===== config.mk =====
export PLATFORM = sky130hd
export DESIGN_NAME = wb_cmd_master
export DESIGN_NICKNAME = d
export VERILOG_FILES = /design/src/rtl/wb_cmd_master.sv
export SDC_FILE = /design/constraint.sdc
export NUM_CORES = 1
export LEC_CHECK = 0
export ABC_CLOCK_PERIOD_IN_PS = 5200
export BUFFER_PORTS_ARGS = -buffer_cell sky130_fd_sc_hd__buf_2
export CAP_MARGIN = 5
export CORE_MARGIN = 1.5
export CORE_UTILIZATION = 35
export DETAILED_ROUTE_END_ITERATION = 12
export GPL_ROUTABILITY_DRIVEN = 0
export SLEW_MARGIN = 20
export SYNTH_ARGS = -nofsm -noshare
export SYNTH_HDL_FRONTEND = slang
export SYNTH_SLANG_ARGS = --single-unit

===== constraint.sdc =====
create_clock -name WBs_CLK_i -period 5.2 [get_ports WBs_CLK_i]
set_clock_uncertainty 0.2 [all_clocks]
set_input_delay 0.26 -clock WBs_CLK_i [delete_from_list [all_inputs] [get_ports WBs_CLK_i]]
set_output_delay 0.26 -clock WBs_CLK_i [all_outputs]
set_load 0.1 [all_outputs]

===== src/rtl/wb_cmd_master.sv =====
// wb_cmd_master: Wishbone initiator running FIFO-queued register read/write commands, one single cycle at a time.
// Optional ACK timeout enabled by defining WB_MASTER_TIMEOUT_EN.
module wb_cmd_master #(
  parameter int ADDRWIDTH = 7,
  parameter int DATAWIDTH = 32,
  parameter int CMD_DEPTH = 4,
  parameter int TIMEOUT_CYCLES = 16,
  parameter logic [DATAWIDTH-1:0] ERR_DATA = 32'hDEAD_0BAD
) (
  input  logic                 WBs_CLK_i,
  input  logic                 WBs_RST_i,
  input  logic                 cmd_valid_i,
  output logic                 cmd_ready_o,
  input  logic                 cmd_we_i,
  input  logic [ADDRWIDTH-1:0] cmd_adr_i,
  input  logic [DATAWIDTH-1:0] cmd_dat_i,
  input  logic [3:0]           cmd_sel_i,
  output logic                 rsp_valid_o,
  input  logic                 rsp_ready_i,
  output logic [DATAWIDTH-1:0] rsp_dat_o,
  output logic                 rsp_err_o,
  output logic                 busy_o,
  output logic [ADDRWIDTH-1:0] WBm_ADR_o,
  output logic                 WBm_CYC_o,
  output logic                 WBm_STB_o,
  output logic                 WBm_WE_o,
  output logic [3:0]           WBm_BYTE_STB_o,
  output logic [DATAWIDTH-1:0] WBm_DAT_o,
  input  logic [DATAWIDTH-1:0] WBm_DAT_i,
  input  logic                 WBm_ACK_i
);
  localparam int PW = $clog2(CMD_DEPTH);
  localparam int EW = 5 + ADDRWIDTH + DATAWIDTH;
  typedef enum logic [1:0] {IDLE, REQ, RSP} state_t;
  state_t state;
  logic [EW-1:0] fifo [CMD_DEPTH];
  logic [PW-1:0] wp, rp;
  logic [PW:0] cnt;
  logic push, pop, expire;
  logic h_we;
  logic [ADDRWIDTH-1:0] h_adr;
  logic [DATAWIDTH-1:0] h_dat;
  logic [3:0] h_sel;
  // full is the top count bit since CMD_DEPTH is a power of two
  assign cmd_ready_o = !cnt[PW];
  assign push = cmd_valid_i && cmd_ready_o;
  assign pop = state == IDLE && cnt != '0;
  assign busy_o = cnt != '0 || state != IDLE;
  assign {h_we, h_adr, h_dat, h_sel} = fifo[rp];
  assign WBm_STB_o = WBm_CYC_o;
  always_ff @(posedge WBs_CLK_i)
    if (push) fifo[wp] <= {cmd_we_i, cmd_adr_i, cmd_dat_i, cmd_sel_i};
  always_ff @(posedge WBs_CLK_i or posedge WBs_RST_i)
    if (WBs_RST_i) begin
      wp <= '0;
      rp <= '0;
      cnt <= '0;
    end else begin
      wp <= wp + PW'(push);
      rp <= rp + PW'(pop);
      cnt <= cnt + (PW+1)'(push) - (PW+1)'(pop);
    end
`ifdef WB_MASTER_TIMEOUT_EN
  localparam int TW = $clog2(TIMEOUT_CYCLES + 1);
  logic [TW-1:0] tmo;
  logic err_q;
  assign expire = tmo == TW'(TIMEOUT_CYCLES - 1);
  assign rsp_err_o = err_q;
  always_ff @(posedge WBs_CLK_i or posedge WBs_RST_i)
    if (WBs_RST_i) begin
      tmo <= '0;
      err_q <= 1'b0;
    end else begin
      tmo <= state == REQ ? tmo + 1'b1 : '0;
      if (state == REQ && (WBm_ACK_i || expire)) err_q <= !WBm_ACK_i;
    end
`else
  logic unused_cfg;
  assign unused_cfg = TIMEOUT_CYCLES != 0;
  assign expire = 1'b0;
  assign rsp_err_o = 1'b0;
`endif
  always_ff @(posedge WBs_CLK_i or posedge WBs_RST_i)
    if (WBs_RST_i) begin
      state <= IDLE;
      WBm_CYC_o <= 1'b0;
      WBm_WE_o <= 1'b0;
      WBm_ADR_o <= '0;
      WBm_BYTE_STB_o <= '0;
      WBm_DAT_o <= '0;
      rsp_valid_o <= 1'b0;
      rsp_dat_o <= '0;
    end else begin
      case (state)
        IDLE: if (pop) begin
          state <= REQ;
          WBm_CYC_o <= 1'b1;
          WBm_WE_o <= h_we;
          WBm_ADR_o <= h_adr;
          WBm_BYTE_STB_o <= h_sel;
          WBm_DAT_o <= h_dat;
        end
        REQ: if (WBm_ACK_i || expire) begin
          state <= RSP;
          WBm_CYC_o <= 1'b0;
          rsp_valid_o <= 1'b1;
          rsp_dat_o <= !WBm_ACK_i ? ERR_DATA : WBm_WE_o ? '0 : WBm_DAT_i;
        end
        RSP: if (rsp_ready_i) begin
          state <= IDLE;
          rsp_valid_o <= 1'b0;
        end
        default: state <= IDLE;
      endcase
    end
endmodule


==> impl_metrics.ini <==
[floorplanning]
die_x_microns = 171
start_util_pct = 35.6
ios = 163
die_h_microns = 171
core_sq_um = 27700
dieArea_sq_um = 29200
rows = 61

[synth]
muxShareOfSynthArea_pct = 15.2
ys_seq_area_share_pct = 75.8
ys_warn_count = 0
syn-num-nets = 595
synth_top_family_by_area = multiplexers
syn_area_sq_um = 9850
ys.flop_type = edfxtp_1
synth_edf_count = 176
synth_top_area_share_pct = 53.7
synth_compound_area_share_pct = 1.85
synth_fa_ha_area_share_pct = 0.457
yosys.area.top_type = edfxtp_1
yosys-top-cells-area = edfxtp_1, dfrtp_1, mux4_2
synthArstFlopShare_pct = 33.1
post_synth_and_or_nand_nor_area_fraction_pct = 4.20
syn_inst = 511
ys_ff_latch = 263
synth.avg_cell_area_sq_um = 19.3
synth.distinct_cells = 28
synth_xor_area_share_pct = 0.534

[detailed_routing]
wl_microns = 20200
drc = 0
drt_pre_antenna_iters = 4
vias = 5350
ant_nets = 0
wl_per_cell_microns = 17.4
avgViaCountPerCell = 4.60
drt_iter0_drc = 303

[finish]
fillers = 2434
layout_commonest_cell = edfxtp_1
mostFrequentLayoutCells = edfxtp_1, buf_2, dfrtp_1, dlygate4sd3_1, mux2_2
area_growth_pct = 28.8
nNetsFinal = 845
finalNonFillerCells = 1162
multi_input_area_sq_um = 2220
drive_gt1_share_pct = 38.2
register_area_sq_um = 7470

[sta]
setup_viol = 0
grt_setup_unrepaired = no
tns_ps = 0
slew_viol_final = 0
post-route-period-util_pct = 48.1
finalCriticalPeriod_ps = 2500
hold_violations = 0
fmaxAchievable_mhz = 400
worst_pin_slew_ps = 970
maxSlewHeadroom_pct = 35.3

[global_route]
grt_max_degree = 67
grt_usage_pct = 13.8
grt_antenna_before_repair = 1
grt_pass1_wl_microns = 30800
grt_pass1_vias = 5625
grt_overflow = 0

[place]
dp_hpwl_microns = 11800
port-buffer-count = 161
dp_cells = 1030

[worst_hold_path]
hold_class = primary input to flip-flop

[clock_network]
clk_latency_ps = 530
numCtsBuffers = 28
clock_tree.root_cell = clkbuf_16
cts_tree = yes
htreeDepth = 1
clkSinkCount = 263
clockBufferDepth = 3
postCtsResizedCells = 0
clk_pin_slew_worst_paths_ps = 60

[critical_path]
end_kind = flip-flop
critPathKind = flip-flop to flip-flop
worstPathRequired_ps = 5460
path_max_fanout = 17
start_kind = flip-flop
critPathArrivalTime_ps = 2760

[job]
drv_cap = 0

[run_status]
status = completed
[cell families (layout without fill, tap and decap cells)]
| family | Yosys count | after routing |
|---|---|---|
| flip-flops | 263 | 263 |
| multiplexers | 88 | 88 |
| AND/OR/NAND/NOR | 82 | 82 |
| AO/OA/AOI/OAI | 36 | 36 |
| buffers and inverters | 32 | 304 |
| XOR/XNOR | 6 | 6 |
| adder cells (fa/ha/maj) | 3 | 3 |
| other | 1 | 2 |
[synth_stat cells, types with 5 or more instances]
library cell / n
buf_6: 8
clkbuf_1: 14
dfrtp_1: 87
edfxtp_1: 176
inv_1: 5
mux2_2: 44
mux4_2: 41
nand2_1: 38
nand2b_1: 33
o21ai_0: 33
xnor2_1: 5
[flip-flops by register name (all words and copies together), names as in the netlist, 2 cells and up]
signal,count
state,2
rsp_dat_o,32
fifo,176
WBm_BYTE_STB_o,4
WBm_ADR_o,7
cnt,3
rp,2
WBm_DAT_o,32
wp,2
[metal layers]
| layer | routed length (microns) | track usage (%) |
|---|---|---|
| met1 | 8720 | 17.1 |
| met2 | 9920 | 24.6 |
| met3 | 1260 | 3.12 |
| met4 | 268 | 3.19 |
| met5 | 0 | 0 |
[through the flow]
step                      setup WS [ps]  hold WS (ps)  util [%]  area (sq um)
final                              2700          95.2      45.8         12700
after global placement             2670           109      39.9         11000
after global routing               2460           121      45.8         12700
after detailed placement           2670           126      39.9         11000
after floorplan                     195           146         -          9850
after CTS                          2640          76.1      45.8         12700
[critical path, cell delays in order, from the launching register on]
cell and delay, ps:
dfrtp_1 410, or3_4 400, nand2_2 370, xnor2_1 140
ha_1 210, fa_1 380, xnor2_1 180, xnor2_1 130
[final timing paths]
| path | startpoint | end | slack, ps | depth (start not counted) |
|---|---|---|---|---|
| max | cnt[1] | cnt[2] | 2700 | 7 |
| min | cmd_valid_i | wp[0] | 100 | 4 |
| max reg2reg | cnt[1] | cnt[2] | 2700 | 7 |
| min reg2reg | rsp_dat_o[9] | rsp_dat_o[9] | 280 | 2 |
| max in group asynchronous | WBs_RST_i | rp[0] | 3510 | 4 |
| min in group asynchronous | WBs_RST_i | rsp_dat_o[20] | 130 | 3 |
[cell type report]
class,instances,share of cell area [%]
timing repair buffer,247,13.0
sequential,263,58.9
inverter,5,0.168
clock buffer,44,6.23
clock inverter,8,0.483
antenna,1,0.0197
tap,378,3.73
multi-input combinational,216,17.5
[timing repair]
action,CTS,global route
endpoints found under the hold margin,250,0
hold buffers,79,0
setup buffers,0,0
Power is not shown: default switching activity piles up to over one toggle a cycle in this logic, so the estimate is an artifact.
